**config.mk**
```make
export PLATFORM = sky130hd
export DESIGN_NAME = mult8_result_assembler
export DESIGN_NICKNAME = d
export VERILOG_FILES = /design/src/rtl/vmul_pkg.sv /design/src/rtl/mult8_beat_sum.sv /design/src/rtl/mult8_result_assembler.sv
export SDC_FILE = /design/constraint.sdc
export NUM_CORES = 1
export LEC_CHECK = 0
export CORE_MARGIN = 2
export CORE_UTILIZATION = 64
export CTS_BUF_LIST = sky130_fd_sc_hd__clkbuf_4
export CTS_CLUSTER_SIZE = 30
export DETAILED_ROUTE_END_ITERATION = 16
export PLACE_DENSITY = 0.88
export SYNTH_ARGS = -nofsm -noshare
export SYNTH_HDL_FRONTEND = slang
export SYNTH_SLANG_ARGS = --single-unit
```
**constraint.sdc**
```tcl
create_clock -name clk -period 11.06 [get_ports clk]
set_input_delay 1.659 -clock clk [delete_from_list [all_inputs] [get_ports clk]]
set_output_delay 1.659 -clock clk [all_outputs]
set_load 0.05 [all_outputs]
```
**src/rtl/vmul_pkg.sv**
```systemverilog
// vmul_pkg: shared types and sizing for the 8-lane vector multiplier datapath
package vmul_pkg;
  localparam int NUM_MULT = 8;
  localparam int PROD_W = 16;
  localparam int RES_W = 64;
  typedef enum logic [1:0] {SEW8, SEW16, SEW32, SEW_RSVD} sew_e;
  typedef enum logic {IDLE, ACC} asm_state_e;
endpackage

```
**src/rtl/mult8_beat_sum.sv**
```systemverilog
// mult8_beat_sum: weighted sum of eight 8x8 partial products (one 32x16 beat)
module mult8_beat_sum
  import vmul_pkg::*;
(
  input  logic [NUM_MULT-1:0][PROD_W-1:0] p,
  output logic [47:0]                     sum
);
  always_comb begin
    sum = '0;
    for (int j = 0; j < 4; j++)
      sum = sum + (48'(p[j]) << (8 * j)) + (48'(p[j+4]) << (8 * j + 8));
  end
endmodule

```
**src/rtl/mult8_result_assembler.sv**
```systemverilog
// mult8_result_assembler: shifts/sums partial products per SEW, sign-corrects and registers the widened result
module mult8_result_assembler
  import vmul_pkg::*;
(
  input  logic                            clk,
  input  logic                            reset,
  input  logic                            in_valid,
  input  logic [1:0]                      sew,
  input  logic [NUM_MULT-1:0][PROD_W-1:0] prod,
  input  logic [3:0]                      sign_a,
  input  logic [3:0]                      sign_b,
  output logic                            out_valid,
  output logic [1:0]                      out_sew,
  output logic [RES_W-1:0]                result,
  output logic                            err
);
  sew_e s;
  asm_state_e state, state_n;
  logic [47:0] acc, s0;
  logic acc_neg, ov_n, err_n, cap;
  logic [NUM_MULT-1:0][PROD_W-1:0] q0;
  logic [31:0] e1;
  logic [RES_W-1:0] res8, res16, tot, res_n;
  assign s = sew_e'(sew);
  // SEW=16 element 0 reuses the beat adder by parking p2/p3 in the <<8 half
  assign q0 = (s == SEW32) ? prod : {32'h0, prod[3], prod[2], 32'h0, prod[1], prod[0]};
  mult8_beat_sum u_sum (.p(q0), .sum(s0));
  assign e1 = 32'(prod[4]) + (32'(prod[5]) << 8) + (32'(prod[6]) << 8) + (32'(prod[7]) << 16);
  assign res16 = {(sign_a[3] ^ sign_b[3]) ? -e1 : e1,
                  (sign_a[1] ^ sign_b[1]) ? -s0[31:0] : s0[31:0]};
  assign tot = 64'(acc) + (64'(s0) << 16);
  always_comb begin
    res8 = '0;
    for (int i = 0; i < 4; i++)
      res8[16*i +: 16] = (sign_a[i] ^ sign_b[i]) ? -prod[i] : prod[i];
  end
  always_comb begin
    state_n = state;
    ov_n = 1'b0;
    err_n = 1'b0;
    cap = 1'b0;
    res_n = res8;
    if (in_valid) begin
      err_n = (state == ACC && s != SEW32) || s == SEW_RSVD;
      ov_n = s == SEW8 || s == SEW16 || (s == SEW32 && state == ACC);
      cap = s == SEW32 && state == IDLE;
      state_n = cap ? ACC : IDLE;
      res_n = (s == SEW32) ? (acc_neg ? -tot : tot) : (s == SEW16) ? res16 : res8;
    end
  end
  always_ff @(posedge clk or posedge reset) begin
    if (reset) begin
      state <= IDLE;
      acc <= '0;
      acc_neg <= 1'b0;
      out_valid <= 1'b0;
      err <= 1'b0;
      out_sew <= '0;
      result <= '0;
    end else begin
      state <= state_n;
      out_valid <= ov_n;
      err <= err_n;
      if (ov_n) begin
        result <= res_n;
        out_sew <= sew;
      end
      if (cap) begin
        acc <= s0;
        acc_neg <= sign_a[3] ^ sign_b[3];
      end else if (state_n == IDLE) begin
        acc <= '0;
        acc_neg <= 1'b0;
      end
    end
  end
endmodule

```
==> results of run 1 <==
==> area by class of cell <==
| cell class | instances | area share, % |
|---|---|---|
| multi-input cells | 2039 | 67.7 |
| flip-flops and latches | 118 | 14.0 |
| repair buffers | 297 | 13.0 |
| well taps | 378 | 2.24 |
| inverters | 94 | 1.69 |
| clock inverters | 15 | 0.793 |
| clock buffers | 17 | 0.604 |
| diodes | 1 | 0.0118 |
==> cells in the mapped netlist, types with 61 or more instances <==
master,instances
a21oi_1,184
clkbuf_1,106
dfrtp_1,118
fa_1,61
ha_1,152
inv_1,93
nand2_1,319
nor2_1,199
o21ai_0,212
xnor2_1,156
xor2_1,106
==> stage by stage <==
stage | setup TNS (ns) | instances | hold WS, ns
6_report | 0 | 2959 | 0.490
5_1_grt | -0.190 | 2959 | 0.512
4_1_cts | 0 | 2958 | 0.489
3_5_place_dp | -1.03 | 2926 | 0.461
3_3_place_gp | -0.0615 | 2926 | 0.454
2_1_floorplan | 0 | 2378 | 0.456
==> worst paths after layout <==
path                            start          to  slack, ns  cells after the start
setup / recovery               sew[0]  result[63]       0.40                     38
hold / removal             result[15]  result[15]       0.49                      2
setup reg to reg              acc[16]  result[63]       5.55                     15
hold reg to reg            result[15]  result[15]       0.49                      2
max in group asynchronous       reset     acc[41]       8.08                      3
min in group asynchronous       reset     acc[13]       1.48                      2
==> timing repair <==
| item | 4_1_cts | 5_1_grt |
|---|---|---|
| endpoints found under the hold margin | 0 | 0 |
| setup endpoints to repair | 0 | 13 |
| gates resized for setup | 0 | 26 |
==> sequential cells by signal, summed over array words and instances (netlist names), named ones only <==
signal / flops
out_valid: 1
err: 1
acc: 48
acc_neg: 1
result: 64
out_sew: 2
==> worst max-delay path, delay by kind of cell <==
family	cells	cell delay, ns
buf+inv	3	0.86
simple gates	10	2.68
compound gates	16	3.13
fa+ha+maj	6	2.26
xor+xnor	3	0.56
==> report_power, final <==
group          total [W]  switching [W]  leakage [nW]  internal, W
Sequential      0.000562      0.0000552          1.53     0.000507
Combinational    0.00332        0.00211          7.44      0.00122
Clock           0.000359       0.000220         0.154     0.000139
==> per-layer routing <==
layer	vias up	routed length [um]	GRT usage, %
met3	440	6400	11.3
met4	12	7080	40.8
met2	1233	30000	72.3
met5	-	76	0
li1	8907	-	-
met1	9171	23300	49.1
==> kinds of logic after synthesis <==
logic type / count (synthesis)
muxes: 25
DFF: 118
and+or+nand+nor: 814
AOI/OAI and AO/OA: 725
xor gates and xnor gates: 262
buffers and inverters: 221
adders and majority gates: 213
==> qor.csv, run 1 <==
metric,value,unit
fin_util,76.3,%
synth_top_family_by_area,compound AO/OA/AOI/OAI gates,
antenna_found_initial,7,
cp_common_cell,a21oi_1,
fin_nets,2921,
final_area,21100,um2
firstDrtPassIters,6,
ys_seq_elements,118,
drive_gt1_share,7.98,%
ys_seq_area_share,16.5,%
area_growth,17.9,%
first_iter_violations,2408,
setup_ws,0.396,ns
yosysTopAreaCellShare,16.5,%
synth.mux.area_fraction,1.48,%
p_per_area,201,nW/um2
routed_wirelength,66800,um
io_pins,209,
avgSynthCellArea,7.54,um2
ctsHtreeMaxLevel,4,
fp.dieW,171,um
syn_inst,2378,
vias,19800,
synthTopCellsByArea,"dfrtp_1 (16%), ha_1 (11%), xnor2_1 (7.6%)",
min_period,10.66,ns
synth_fa_ha_area_share,17.4,%
grt_pass1_wl,101000,um
final_cell_mix,"nand2_1 (317), clkdlybuf4s50_1 (207), o21ai_0 (204)",
fill_cells,2111,
cts.sinks,118,
arrival,11.17,ns
row_count,61,
syn_nets,2732,
crit_path_max_incr_delay,0.70,ns
cts_setup_buffers,0,
hold_class,flip-flop to flip-flop,
start_util,64.7,%
cts_tree,yes,
yosys_most_used_dff,dfrtp_1,
critPathLaunchType,input pin,
finalHoldViolCount,0,
path_clk_slew,0.14,ns
yosys.area_share.simple,21.3,%
ys_async_sr_fraction,100,%
ant_nets,0,
clockBufferDepth,2,
vias_per_cell,6.68,
dp_worst_setup_slack,-0.229,ns
cp-end-kind,flip-flop,
globalRouteOverflowTotal,0,
crit_fanout,7,
hold_buffers,0,
p_leak,9.13,nW
synth_edf_count,0,
synthDistinctLibCells,91,
ys.warnings.count,0,
multi_input_area,14300,um2
slew_headroom,9.83,%
track_usage,45.0,%
die_h,171,um
period_share,96.4,%
core,27700,um2
wl_per_cell,22.6,um
fp.dieArea,29400,um2
setup_viol,0,
drv_cap,0,
worst_pin_slew,1.34,ns
final_common_cell,nand2_1,
synth-compound-area-share,25.7,%
dpl_cell_area,20700,um2
cpMaxStageDelayCell,or4b_2,
critical_path_class,input pin to flip-flop,
fmax,93.8,MHz
regArea,2950,um2
yosys.area.top_type,dfrtp_1,
route.detailed.drc,0,
maxSlewViolCount,0,
portBuffers,208,
dpl.hpwl,52900,um
clock_latency,0.61,ns
synthesis.area,17900,um2
required,11.57,ns
grt_max_degree,79,
place.gp.congestion,1.06,
finClkSkew,0.0227,ns
synth_xor_area_share,12.8,%
cts_buffers,17,
power,0.00424,W
grt_pass1_vias,18800,
ir_worst_vdd,0.133,mV
status,completed,
root_buffer,clkbuf_4,
Note: power is estimated with default switching activity, not from simulation.
==> run 2: changes to the inputs <==
RECOVER_POWER = 100   (was not set)
SLEW_MARGIN = 30   (was not set)
==> qor.csv, run 2 (same netlist as run 1, synthesis figures left out) <==
metric,value,unit,change
crit_family,simple AND/OR/NAND/NOR gates,,was compound AO/OA/AOI/OAI gates
crit_path_max_incr_delay,0.63,ns,was 0.70 ns
hold_buffers,0,,unchanged
power,0.00423,W,was 0.00424 W
core,27700,um2,unchanged
worst_pin_slew,4.00,ns,was 1.34 ns
globalRouteOverflowTotal,0,,unchanged
drive_gt1_share,7.67,%,was 7.98%
worstPathBufferInverterCount,2,,was 3
reg2regPathDepth,15,,unchanged
startpoint,sew[0],,unchanged
r2r_start,acc[16],,unchanged
fmax,94.2,MHz,was 93.8 MHz
clockBufferDepth,2,,unchanged
cts.sinks,118,,unchanged
place.gp.congestion,1.06,,unchanged
cp.depth,40,,was 38
largest_reg_flops,64,,unchanged
critPathLaunchType,input pin,,unchanged
firstDrtPassIters,12,,was 6
fin_nets,2923,,"was 2,921"
grt_max_degree,79,,unchanged
finClkSkew,0.0570,ns,was 0.0227 ns
cp-end-kind,flip-flop,,unchanged
vias_per_cell,6.67,,was 6.68
violations,"design-rule violations, max-capacitance violations, max-slew violations",,
setup_viol,0,,unchanged
routed_wirelength,67100,um,"was 66,800 um"
finalHoldViolCount,0,,unchanged
portBuffers,208,,unchanged
status,"finished, violations left",,was completed
root_buffer,clkbuf_4,,unchanged
hold_class,flip-flop to flip-flop,,unchanged
vias,19800,,about the same
cts_tree,yes,,unchanged
p_leak,9.18,nW,was 9.13 nW
rr_endpoint,result[63],,unchanged
arrival,11.13,ns,was 11.17 ns
grt_pass1_vias,18600,,"was 18,800"
dpl.hpwl,52900,um,about the same
ctsHtreeMaxLevel,4,,unchanged
fin_hold_ws,0.481,ns,was 0.490 ns
slew_headroom,-167,%,was 9.83%
ir_worst_vdd,0.136,mV,was 0.133 mV
antenna_found_initial,4,,was 7
cpMaxStageDelayCell,or4b_2,,unchanged
grt_pass1_wl,101000,um,about the same
ant_nets,0,,unchanged
die_h,171,um,unchanged
r2r_slack,5.62,ns,was 5.55 ns
cts_buffers,17,,unchanged
fp.dieArea,29400,um2,unchanged
route.detailed.drc,2,,was 0
clock_latency,0.65,ns,was 0.61 ns
io_pins,209,,unchanged
period_share,96.0,%,was 96.4%
required,11.57,ns,about the same
first_iter_violations,2392,,"was 2,408"
wl_per_cell,22.6,um,about the same
fin_cells,2962,,"was 2,959"
final_cell_mix,"nand2_1 (318), o21ai_0 (204), nor2_1 (197)",,"was nand2_1 (317), clkdlybuf4s50_1 (207), o21ai_0 (204)"
track_usage,45.0,%,about the same
path_clk_slew,0.13,ns,was 0.14 ns
top_register,result,,unchanged
final_common_cell,nand2_1,,unchanged
area_growth,17.8,%,was 17.9%
setup-tns-final,0,ns,unchanged
min_period,10.62,ns,was 10.66 ns
holdPathEnd,result[15],,unchanged
crit_fanout,7,,unchanged
dpl_cell_area,20700,um2,about the same
drv_cap,5,,was 0
row_count,61,,unchanged
reg.largest.list,"result (64), acc (48), out_sew (2)",,unchanged
maxSlewViolCount,206,,was 0
final_area,21100,um2,about the same
start_util,64.7,%,unchanged
critical_path_class,input pin to flip-flop,,unchanged
hold_start,result[15],,unchanged
p_per_area,200,nW/um2,was 201 nW/um2
dp_cells,2926,,unchanged
hold_depth,2,,unchanged
fp.dieW,171,um,unchanged
==> run 2: changes by cell type in the layout (fill, tap and decap cells not counted), sizes merged <==
cell	previous run	this run
buf	90	84
clkbuf	17	25
clkdlybuf4s50	207	138
clkinvlp	2	4
diode	1	2
dlygate4sd3	0	69
inv	99	97
==> run 2: power by group <==
group / switching, W / leakage, nW / internal, W
Clock: 0.000222 / 0.155 / 0.000140
Combinational: 0.00212 / 7.50 / 0.00119
Sequential: 0.0000515 / 1.53 / 0.000507
==> run 2: final cells by class <==
type | count | area [um2]
diodes | 2 | 5.00
clock buffers | 17 | 128
clock inverters | 15 | 171
fillers | 2130 | 6600
inverters | 94 | 355
multi-input cells | 2039 | 14300
flip-flops and latches | 118 | 2950
well taps | 378 | 473
repair buffers | 299 | 2730
==> run 2: worst min-delay path: stages (launching register included) <==
cell     delay (ns)
dfrtp_1        0.36
nand2_1        0.05
nand2_1        0.05
==> run 2: through the flow <==
stage	utilization (%)	setup slack [ns]
after floorplan	-	0.00110
after detailed placement	74.8	-0.174
after CTS	75.9	0.437
after global placement	74.8	-0.0248
final	76.2	0.439
after global routing	76.2	-0.0984
==> run 2: worst max path at each step <==
stage                       to  slack (ns)
global placement    result[63]       -0.02
CTS                 result[63]        0.44
floorplan           result[63]       0.001
detailed placement  result[63]       -0.17
finish              result[63]        0.44
global route        result[63]        -0.1
==> run 2: repair_timing <==
action,in CTS,in global routing
endpoints found under the setup margin,0,13
resized for setup,0,27
setup buffers,0,1
==> run 2: per-layer routing <==
| layer | vias up | routed length, um | GRT usage (%) |
|---|---|---|---|
| li1 | 8944 | - | - |
| met1 | 9194 | 23600 | 49.9 |
| met2 | 1191 | 30200 | 71.7 |
| met3 | 420 | 6300 | 10.9 |
| met4 | 4 | 7020 | 40.9 |
| met5 | - | 27 | 0 |
==> run 3: changes to the inputs <==
CORE_UTILIZATION = 51   (was 64)
PLACE_DENSITY = 0.72   (was 0.88)
==> qor.csv, run 3 (same netlist as run 1, synthesis figures left out) <==
metric,value,unit,change
cp-end-kind,flip-flop,,unchanged
cpMaxStageDelayCell,or4b_2,,unchanged
critPathLaunchType,input pin,,unchanged
place.gp.congestion,1.01,,was 1.06
cp_common_cell,nand2_1,,
path_clk_slew,0.14,ns,was 0.13 ns
grt_pass1_vias,18400,,"was 18,600"
globalRouteOverflowTotal,0,,unchanged
status,"finished, violations left",,unchanged
critical_path_class,input pin to flip-flop,,unchanged
ant_nets,0,,unchanged
hold_class,flip-flop to flip-flop,,unchanged
drv_cap,5,,unchanged
period_share,95.1,%,was 96.0%
regArea,2950,um2,unchanged
final_cell_mix,"nand2_1 (318), o21ai_0 (206), nor2_1 (195)",,"was nand2_1 (318), o21ai_0 (204), nor2_1 (197)"
p_leak,9.35,nW,was 9.18 nW
maxSlewViolCount,222,,was 206
crit_fanout,7,,unchanged
setup_viol,0,,unchanged
fin_nets,2957,,"was 2,923"
die_h,191,um,was 171 um
start_util,51.9,%,was 64.7%
fp.dieW,191,um,was 171 um
area_growth,19.8,%,was 17.8%
dr_wl_met2,32700,um,"was 30,200 um"
violations,"max-capacitance violations, max-slew violations",,"was design-rule violations, max-capacitance violations, max-slew violations"
crit_path_max_incr_delay,0.63,ns,about the same
firstDrtPassIters,5,,was 12
first_iter_violations,1811,,"was 2,392"
final_common_cell,nand2_1,,unchanged
wl_per_cell,22.5,um,was 22.6 um
reg.largest.list,"result (64), acc (48), out_sew (2)",,unchanged
portBuffers,208,,unchanged
clock_latency,0.65,ns,about the same
clockBufferDepth,2,,unchanged
min_period,10.51,ns,was 10.62 ns
power,0.00435,W,was 0.00423 W
root_buffer,clkbuf_4,,unchanged
fin_util,62.2,%,was 76.2%
row_count,68,,was 61
finalHoldViolCount,0,,unchanged
cts.sinks,118,,unchanged
fin_cells,3074,,"was 2,962"
dpl.hpwl,56600,um,"was 52,900 um"
setup-tns-final,0,ns,unchanged
cts_tree,yes,,unchanged
fp.dieArea,36700,um2,"was 29,400 um2"
ir_worst_vdd,0.157,mV,was 0.136 mV
dr_wl_met3,4810,um,was 6300 um
multi_input_area,14300,um2,about the same
fill_cells,3229,,"was 2,130"
dp_cells,3039,,"was 2,926"
vias,19200,,"was 19,800"
fmax,95.1,MHz,was 94.2 MHz
largest_reg_flops,64,,unchanged
vias_per_cell,6.26,,was 6.67
cts_setup_buffers,0,,unchanged
top_layer,met4,,was met5
worst_pin_slew,3.26,ns,was 4.00 ns
slew_headroom,-117,%,was -167%
core,34500,um2,"was 27,700 um2"
cts_buffers,17,,unchanged
arrival,11.01,ns,was 11.13 ns
drive_gt1_share,8.68,%,was 7.67%
routed_wirelength,69100,um,"was 67,100 um"
io_pins,209,,unchanged
finClkSkew,0.0949,ns,was 0.0570 ns
rsz0062_at_grt,false,,
wl_met1,25900,um,"was 23,600 um"
p_per_area,203,nW/um2,was 200 nW/um2
route.detailed.drc,0,,was 2
required,11.55,ns,was 11.57 ns
ctsHtreeMaxLevel,4,,unchanged
antenna_found_initial,1,,was 4
grt_max_degree,99,,was 79
top_register,result,,unchanged
track_usage,37.5,%,was 45.0%
grt_pass1_wl,105000,um,"was 101,000 um"
## run 3: worst paths after layout
| kind | startpoint | end | slack [ns] | cells past startpoint |
|---|---|---|---|---|
| worst max-delay path | sew[0] | result[63] | 0.55 | 39 |
| worst min-delay path | result[15] | result[15] | 0.49 | 2 |
| worst max register to register | acc[16] | result[63] | 5.67 | 15 |
| worst min register to register | result[15] | result[15] | 0.49 | 2 |
| max in group asynchronous | reset | acc[30] | 4.68 | 3 |
| min in group asynchronous | reset | result[49] | 2.30 | 2 |
## run 3: layout make-up
type                            count  share of cell area (%)
Sequential cell                   118                    13.8
Timing Repair Buffer              333                    13.9
Clock inverter                     15                   0.897
Clock buffer                       17                   0.594
Antenna cell                        3                  0.0350
Tap cell                          455                    2.65
Inverter                           94                    1.66
Multi-Input combinational cell   2039                    66.5
## run 3: per-layer routing
metal	global-route usage (%)	vias up
met1	43.8	9087
li1	-	8978
met5	0	-
met3	4.59	235
met4	27.0	0
met2	63.6	937
## run 3: per-stage QoR
| stage | hold WS (ns) | cell area, um2 | setup slack [ns] |
|---|---|---|---|
| after floorplan | 0.456 | 18000 | 0.00110 |
| after global placement | 0.455 | 21100 | -0.0475 |
| after detailed placement | 0.461 | 21100 | -0.193 |
| after CTS | 0.497 | 21400 | 0.412 |
| after global routing | 0.521 | 21500 | 0.00520 |
| final | 0.488 | 21500 | 0.546 |
## run 3: critical path, delay by kind of cell
| family | cells | cell delay, ns |
|---|---|---|
| AND/OR/NAND/NOR | 15 | 3.08 |
| adder cells (fa/ha/maj) | 7 | 2.61 |
| AO/OA/AOI/OAI | 12 | 2.37 |
| XOR/XNOR | 3 | 0.64 |
| buffers and inverters | 2 | 0.63 |
## run 3: power breakdown
group	switching, W	total (W)	internal (W)
registers	0.0000540	0.000561	0.000507
clock network	0.000236	0.000399	0.000163
logic	0.00212	0.00339	0.00127
total	0.00241	0.00435	0.00194
## run 3: repair_timing
| action | CTS | global route |
|---|---|---|
| resized for setup | 0 | 21 |
| hold buffers | 0 | 0 |
| endpoints found under the setup margin | 0 | 13 |
